==> config.mk <==
export PLATFORM = sky130hd
export DESIGN_NAME = fetch_sequencer
export DESIGN_NICKNAME = d
export VERILOG_FILES = /design/src/rtl/fetch_sequencer.sv
export SDC_FILE = /design/constraint.sdc
export NUM_CORES = 1
export LEC_CHECK = 0
export CORE_UTILIZATION = 45
export CTS_CLUSTER_DIAMETER = 80
export DETAILED_ROUTE_END_ITERATION = 7
export GPL_ROUTABILITY_DRIVEN = 0
export HOLD_SLACK_MARGIN = 0.02
export PLACE_DENSITY = 0.84
export SLEW_MARGIN = 10
export SYNTH_ARGS = -nofsm -noshare
export SYNTH_HDL_FRONTEND = slang
export SYNTH_SLANG_ARGS = --single-unit
==> constraint.sdc <==
create_clock -name CLK -period 6.1 [get_ports CLK]
set_clock_uncertainty 0.2 [all_clocks]
set_input_delay 1.83 -clock CLK [delete_from_list [all_inputs] [get_ports CLK]]
set_output_delay 1.83 -clock CLK [all_outputs]
set_load 0.03 [all_outputs]
==> src/rtl/fetch_sequencer.sv <==
// Instruction-fetch control FSM: drives fetch-stage enables and the imem req/ready handshake.
// Define FETCH_PERF_CNT_EN to build the saturating StallCount counter; otherwise StallCount is 0.
module fetch_sequencer #(
   parameter int MAX_WAIT    = 15,
   parameter int BOOT_CYCLES = 2,
   parameter int CNT_W       = 16
) (
   input  logic             CLK,
   input  logic             Reset,
   input  logic             Start,
   input  logic             Halt,
   input  logic             Redirect,
   input  logic             LoadUseHazard,
   input  logic             ImemReady,
   output logic             ImemReq,
   output logic             EN,
   output logic             RetainPC,
   output logic             RetainIF_ID,
   output logic             IF_Flush,
   output logic             Busy,
   output logic             TimeoutErr,
   output logic [CNT_W-1:0] StallCount
);

   // state      | meaning
   // S_IDLE     | out of reset, waiting for Start
   // S_BOOT     | flushing IF/ID for BOOT_CYCLES cycles
   // S_FETCH    | issuing one request per cycle
   // S_WAIT_MEM | request outstanding, memory not ready
   // S_STALL    | load-use hazard, PC and IF/ID held
   // S_FLUSH    | bubble after a redirect cancelled an outstanding request
   // S_HALTED   | stopped, waiting for Start
   // S_ERROR    | memory timeout, left only through Reset
   typedef enum logic [2:0] {
      S_IDLE,
      S_BOOT,
      S_FETCH,
      S_WAIT_MEM,
      S_STALL,
      S_FLUSH,
      S_HALTED,
      S_ERROR
   } state_t;

   localparam logic [3:0] BOOT_LOAD = 4'(BOOT_CYCLES - 1);
   localparam logic [7:0] WAIT_LOAD = 8'(MAX_WAIT - 1);

   state_t     state;
   logic [3:0] boot_tmr;
   logic [7:0] wait_tmr;
   logic       halt_pend;
   logic       timeout_err;

   // Both timers count down and fire at zero, so the load value is the cycle budget minus one.
   always_ff @(posedge CLK or posedge Reset) begin
      if (Reset) begin
         state       <= S_IDLE;
         boot_tmr    <= '0;
         wait_tmr    <= '0;
         halt_pend   <= 1'b0;
         timeout_err <= 1'b0;
      end else begin
         case (state)
            S_IDLE: begin
               if (Start) begin
                  state    <= S_BOOT;
                  boot_tmr <= BOOT_LOAD;
               end
            end
            S_BOOT: begin
               if (boot_tmr == 4'd0) state <= S_FETCH;
               else                  boot_tmr <= boot_tmr - 4'd1;
            end
            S_FETCH: begin
               if (Halt)               state <= S_HALTED;
               else if (Redirect)      state <= S_FETCH;
               else if (LoadUseHazard) state <= S_STALL;
               else if (!ImemReady) begin
                  state    <= S_WAIT_MEM;
                  wait_tmr <= WAIT_LOAD;
               end
            end
            S_WAIT_MEM: begin
               if (Halt) halt_pend <= 1'b1;
               if (Redirect)       state <= S_FLUSH;
               else if (ImemReady) state <= (halt_pend || Halt) ? S_HALTED : S_FETCH;
               else if (wait_tmr == 8'd0) begin
                  state       <= S_ERROR;
                  timeout_err <= 1'b1;
               end else begin
                  wait_tmr <= wait_tmr - 8'd1;
               end
            end
            S_STALL: begin
               if (Redirect)           state <= S_FETCH;
               else if (Halt)          state <= S_HALTED;
               else if (!LoadUseHazard) state <= S_FETCH;
            end
            S_FLUSH: state <= S_FETCH;
            S_HALTED: begin
               if (Start && !Halt) begin
                  state     <= S_FETCH;
                  halt_pend <= 1'b0;
               end
            end
            default: state <= S_ERROR;
         endcase
      end
   end

   always_comb begin
      ImemReq     = 1'b0;
      EN          = 1'b0;
      RetainPC    = 1'b1;
      RetainIF_ID = 1'b1;
      IF_Flush    = 1'b0;
      case (state)
         S_BOOT: begin
            EN       = 1'b1;
            IF_Flush = 1'b1;
         end
         S_FETCH: begin
            EN      = 1'b1;
            ImemReq = 1'b1;
            if (Halt) begin
               ImemReq = 1'b0;
            end else if (Redirect) begin
               IF_Flush = 1'b1;
               RetainPC = 1'b0;
            end else if (!LoadUseHazard && ImemReady) begin
               RetainPC    = 1'b0;
               RetainIF_ID = 1'b0;
            end
         end
         S_WAIT_MEM: begin
            EN      = 1'b1;
            ImemReq = 1'b1;
            if (Redirect) begin
               IF_Flush = 1'b1;
               RetainPC = 1'b0;
            end else if (ImemReady) begin
               RetainPC    = 1'b0;
               RetainIF_ID = 1'b0;
            end
         end
         S_STALL: begin
            EN = 1'b1;
            if (Redirect) begin
               IF_Flush = 1'b1;
               RetainPC = 1'b0;
            end
         end
         default: ;
      endcase
   end

   assign Busy       = (state == S_BOOT) || (state == S_FETCH) || (state == S_WAIT_MEM) ||
                       (state == S_STALL) || (state == S_FLUSH);
   assign TimeoutErr = timeout_err;

`ifdef FETCH_PERF_CNT_EN
   logic [CNT_W-1:0] stall_cnt;

   always_ff @(posedge CLK or posedge Reset) begin
      if (Reset) begin
         stall_cnt <= '0;
      end else if ((state == S_STALL || state == S_WAIT_MEM) && (stall_cnt != '1)) begin
         stall_cnt <= stall_cnt + CNT_W'(1);
      end
   end

   assign StallCount = stall_cnt;
`else
   assign StallCount = '0;
`endif

endmodule

# After elaboration in Yosys (flattened, before gate mapping)
# Index checks and enable logic that the tools add are counted.
[op_classes]
n_eq_ne = 21
add_sub_neg = 2
n_bitwise = 2
reduce_logical = 22
mux = 46
[ops]
columns = ["op", "count"]
rows = [
  ["2-to-1 mux 8 bit", 7],
  ["2-to-1 mux 3 bit", 14],
  ["!= test 2 bit (second input constant)", 12],
  ["one-hot mux 3 bit (7 select lines)", 1],
  ["one-hot mux 8 bit (2 select lines)", 1],
  ["2-to-1 mux 1 bit", 15],
  ["equality test 3 bit (second input constant)", 3],
  ["zero test 8 bit", 1],
  ["2-to-1 mux 4 bit", 2],
  ["!= test 4 bit (second input constant)", 2],
  ["one-hot mux 4 bit (2 select lines)", 1],
  ["AND reduction 8 bit", 1],
  ["subtractor 8 x 1 -> 8 bit (second input constant)", 1],
  ["equality test 3 x 2 -> 1 bit (second input constant)", 2],
  ["one-hot mux 1 bit (2 select lines)", 3],
  ["one-hot mux 1 bit (3 select lines)", 2],
  ["AND reduction 3 bit", 2],
  ["AND reduction 6 bit", 1],
  ["nonzero test 2 bit", 3],
  ["logical OR 1 bit", 5],
  ["!= test 5 bit (second input constant)", 1],
  ["zero test 4 bit", 1],
  ["AND reduction 4 bit", 1],
  ["OR reduction 4 bit", 1],
  ["7 further kinds", 10],
]
[word_totals]
ff_bits = 17
out_inout_bits = 23
input_bits = 7
wordCells = 98

# Longest topological paths before layout
# Gate-level depths: netlist of the first run.
[depth]
ltp_word = 6
depth_mapped = 8
mapped_depth_nobuf = 7

# Worst setup path before layout of the first run
# No wires, ideal clock.
[synth_timing]
kind = "in2out"
start = "input port Redirect"
end = "output port RetainPC"
path_slack_ns = 0.925
arrival_ns = 3.145
path_stages = 4
required_ns = 4.070
n_path_buf = 1
cell_sequence = "buf_6 > or2_2 > and2_2 > a21boi_0"
[synth_between]
elab_chain_len = 3
word_cells_on_any_way = 5
cone_classes = "mux (5)"
[synth_lines]
columns = ["element", "line_no", "rtl"]
rows = [
  ["start: declaration", "12", "input logic Redirect,"],
  ["2-to-1 mux 1 bit", "127", "end else if (Redirect) begin"],
  ["2-to-1 mux 1 bit", "125", "if (Halt) begin"],
  ["one-hot mux 1 bit (3 select lines) *", "117", "case (state)"],
  ["end: declaration", "17", "output logic RetainPC,"],
]
# Every way passes the cells marked *; elsewhere a longest branch is shown, timed or not.

# Worst setup path in the final report of the first run
[layout_timing]
start = "input port Redirect"
end = "output port RetainIF_ID"
[layout_between]
elab_chain_len = 3
word_cells_on_any_way = 4
cone_classes = "mux (4)"
[layout_lines]
columns = ["element", "line_no", "rtl"]
rows = [
  ["2-to-1 mux 1 bit", "127", ""],
  ["2-to-1 mux 1 bit", "125", ""],
  ["one-hot mux 1 bit (2 select lines) *", "117", ""],
  ["end: declaration", "18", "output logic RetainIF_ID,"],
]
# Marks and branches as above.

==> insert_results.sql, run 1 <==
INSERT INTO impl_metrics (metric_group, metric, value, unit) VALUES
('run_status', 'status', 'finished clean', ''),
('clock_tree', 'cts_inserted_buffers', '3', ''),
('clock_tree', 'cts-htree-levels', '1', ''),
('global_routing', 'grt_pass1_vias', '944', ''),
('die', 'die_area', '3190', 'µm²'),
('clock_tree', 'ctsLongestPathBuffers', '2', ''),
('route', 'detailedRoute.firstIterationViolations', '27', ''),
('logic_synthesis', 'asyncSetResetFlopFracSynth', '1.00', ''),
('route', 'drt_pass1_iterations', '4', ''),
('power', 'vdd.ir_drop.worst', '390', 'µV'),
('logic_synthesis', 'synth-seq-area-share', '0.318', ''),
('clock_tree', 'post_cts_resized', '0', ''),
('clock_tree', 'cts_tree', 'done', ''),
('logic_synthesis', 'synth_flop_cell', 'sky130_fd_sc_hd__dfrtp_1', ''),
('die', 'core', '2780', 'µm²'),
('timing', 'grt_setup_unrepaired', 'false', ''),
('die', 'initial_utilization', '0.480', ''),
('logic_synthesis', 'synth_commonest_cells', '18 x sky130_fd_sc_hd__nor2_1, 17 x sky130_fd_sc_hd__dfrtp_1, 16 x sky130_fd_sc_hd__buf_4', ''),
('worst_setup_path', 'cp_data_arrival_time', '3.85', 'ns'),
('hold_path', 'worst_hold_path_type', 'register to register', ''),
('clock_tree', 'clock_latency', '0.28', 'ns'),
('job', 'drv_cap', '0', ''),
('worst_setup_path', 'critical-path-top-cell-by-count', 'sky130_fd_sc_hd__clkdlybuf4s50_1', ''),
('timing', 'finalSetupViolations', '0', ''),
('clock_tree', 'cts.clk_slew.worst_paths', '0.09', 'ns'),
('clock_tree', 'post-cts-setup-buffers', '0', ''),
('route', 'final_antenna_net_count', '0', ''),
('power', 'leakage_power', '0.621', 'nW'),
('die', 'i_o_pins', '30', ''),
('route', 'routed_wire_length_per_instance', '12.3', 'µm'),
('route', 'drc', '0', ''),
('timing', 'finalCriticalPeriod', '5.88', 'ns'),
('logic_synthesis', 'number_of_enable_type_register_cells_in_the_synthesized_netlist', '0', ''),
('hold_path', 'worst_hold_startpoint', 'TimeoutErr', ''),
('worst_setup_path', 'timing.critical_path.required', '4.07', 'ns'),
('logic_synthesis', 'synth_top_cells_by_area', 'sky130_fd_sc_hd__dfrtp_1 32%, sky130_fd_sc_hd__buf_4 9.0%, sky130_fd_sc_hd__nor2_1 5.1%, sky130_fd_sc_hd__a21oi_1 4.5%, sky130_fd_sc_hd__nand2_1 3.9%', ''),
('layout', 'antenna_diode_instance_count', '0', ''),
('layout', 'final_layout_size_suffix_gt1_frac', '0.117', ''),
('logic_synthesis', 'ys_warn_count', '0', ''),
('worst_setup_path', 'worst_r2r_startpoint', 'state[0]', ''),
('global_routing', 'grt_start_max_net_pins', '18', ''),
('worst_setup_path', 'cell_by_cell_listing_of_the_critical_path', 'clkdlybuf4s50_1 -> or4_4 -> nor2_1 -> o21ai_0 -> clkdlybuf4s50_1', ''),
('power', 'power-per-cell-area', '470', 'nW/µm²'),
('global_routing', 'gr-total-overflow', '0', ''),
('worst_setup_path', 'path_buf_inv', '2', ''),
('logic_synthesis', 'area_fraction_of_the_dominant_cell_type_after_synthesis', '0.318', ''),
('timing', 'fmaxAchievable', '170', 'MHz'),
('global_routing', 'grt_util_all_layers', '0.162', ''),
('layout', 'layout.core_utilization', '0.511', ''),
('logic_synthesis', 'ffs_latches_synth', '17', ''),
('logic_synthesis', 'yosys.area.top_type', 'sky130_fd_sc_hd__dfrtp_1', ''),
('global_routing', 'grt_pass1_wl', '4130', 'µm'),
('timing', 'final-hold-violation-count', '0', ''),
('timing', 'worst_slew_margin_rel', '0.565', ''),
('worst_setup_path', 'cp-end-kind', 'output pin', ''),
('timing', 'max_slew.worst_pin.slew', '0.652', 'ns'),
('layout', 'finalNonFillerCells', '202', ''),
('timing', 'setup-tns-final', '0', 'ns'),
('clock_tree', 'clock_sinks', '17', ''),
('logic_synthesis', 'synth.most_common_cell', 'sky130_fd_sc_hd__nor2_1', ''),
('place', 'portBuffers', '13', ''),
('worst_setup_path', 'cp_slowest_cell', 'sky130_fd_sc_hd__or4_4', ''),
('layout', 'area.growth.synth_to_final', '6.27', '%'),
('global_routing', 'antenna_found_initial', '0', ''),
('worst_setup_path', 'critical-path-top-delay-family', 'buffers and inverters', ''),
('place', 'dp.cells', '198', ''),
('layout', 'net_total_in_the_final_layout', '183', ''),
('timing', 'layout_worst_path_cycle_share', '0.965', ''),
('worst_setup_path', 'critPathLaunch', 'Redirect', ''),
('logic_synthesis', 'post_synthesis_cell_area', '1340', 'µm²'),
('worst_setup_path', 'kind_of_start_point_of_the_critical_path', 'primary input', '');
flip-flops by register name, summed over array words and instances (netlist names):
name and count:
state 3, TimeoutErr 1, halt_pend 1, wait_tmr 8, boot_tmr 4
area by class of cell:
type,instances,area (µm²)
clock buffer,4,26.3
sequential,17,425
multi-input combinational,127,754
timing repair buffer,15,145
inverter,8,30.0
fill,280,1360
tap,31,38.8
cells in the final DEF (no fill, tap or decap), types with 2 or more instances in the layout:
cell	Yosys	final
sky130_fd_sc_hd__o21ai_0	10	10
sky130_fd_sc_hd__ha_1	4	4
sky130_fd_sc_hd__nor3_1	6	6
sky130_fd_sc_hd__a31oi_1	4	4
sky130_fd_sc_hd__or2_2	3	3
sky130_fd_sc_hd__or3b_2	2	2
sky130_fd_sc_hd__buf_4	16	2
sky130_fd_sc_hd__nor2_1	18	18
sky130_fd_sc_hd__clkdlybuf4s50_1	0	13
sky130_fd_sc_hd__o211ai_1	2	2
sky130_fd_sc_hd__nand2_1	14	14
sky130_fd_sc_hd__nor2b_1	3	3
sky130_fd_sc_hd__nand3_1	2	2
sky130_fd_sc_hd__clkbuf_4	0	3
sky130_fd_sc_hd__dfrtp_1	17	17
sky130_fd_sc_hd__inv_1	8	8
sky130_fd_sc_hd__mux2i_1	2	2
sky130_fd_sc_hd__xor2_1	2	2
sky130_fd_sc_hd__a21oi_1	12	12
sky130_fd_sc_hd__conb_1	1	16
sky130_fd_sc_hd__nor3b_1	3	3
cell families after synthesis:
| group | count (synthesis) | share of synthesized area |
|---|---|---|
| AOI/OAI and AO/OA | 38 | 0.180 |
| xor gates and xnor gates | 3 | 0.0197 |
| adders and majority gates | 4 | 0.0375 |
| buffers and inverters | 32 | 0.159 |
| DFF | 17 | 0.318 |
| muxes | 2 | 0.0150 |
| other | 1 | 0.00281 |
| and+or+nand+nor | 64 | 0.268 |
worst reg2reg max path: cells and delay by family, from the launching register on:
family,cells,cell delay (ns)
compound gates,2,0.78
flops,1,0.69
simple gates,3,0.72
where the power goes:
part	internal (mW)	leakage [nW]	switching, mW
registers	0.160	0.212	0.0771
clock network	0.0253	0.0150	0.0333
logic	0.158	0.394	0.214
per-stage QoR:
stage                     area (µm²)  setup WS, ns  hold slack [ns]  total power [mW]
after floorplan                 1390         0.925            0.264             0.529
after global placement          1390         0.249            0.267             0.601
after detailed placement        1390         0.219            0.281             0.608
after CTS                       1420         0.218            0.308             0.669
after global routing            1420        0.0920            0.328             0.724
final                           1420         0.216            0.302             0.668
final timing paths:
kind / end / slack [ns] / depth (start not counted)
worst max-delay path: RetainIF_ID / 0.22 / 5
max in group asynchronous: wait_tmr[6] / 3.55 / 2
worst min-delay path: TimeoutErr / 0.30 / 1
worst min register to register: TimeoutErr / 0.30 / 1
min in group asynchronous: state[1] / 1.73 / 2
worst max register to register: wait_tmr[6] / 3.61 / 5
per-layer routing:
metal  global-route usage  wire length (µm)  vias to the layer above
li1                     -                 -                      544
met1                0.233              1240                      478
met2                0.250              1110                       33
met3               0.0184               111                        2
met4               0.0557                19                        0
met5                    0                 0                        -
Power figures use the tool's default switching activity.
==> run 2, diff against run 1 <==
--- a/config.mk
+++ b/config.mk
@@ -11,6 +11,7 @@
 export GPL_ROUTABILITY_DRIVEN = 0
 export HOLD_SLACK_MARGIN = 0.02
 export PLACE_DENSITY = 0.84
+export SKIP_LAST_GASP = 1
 export SLEW_MARGIN = 10
 export SYNTH_ARGS = -nofsm -noshare
 export SYNTH_HDL_FRONTEND = slang
==> results of run 2 <==
The final DEF is identical to that of run 1; final timing and power are the same.
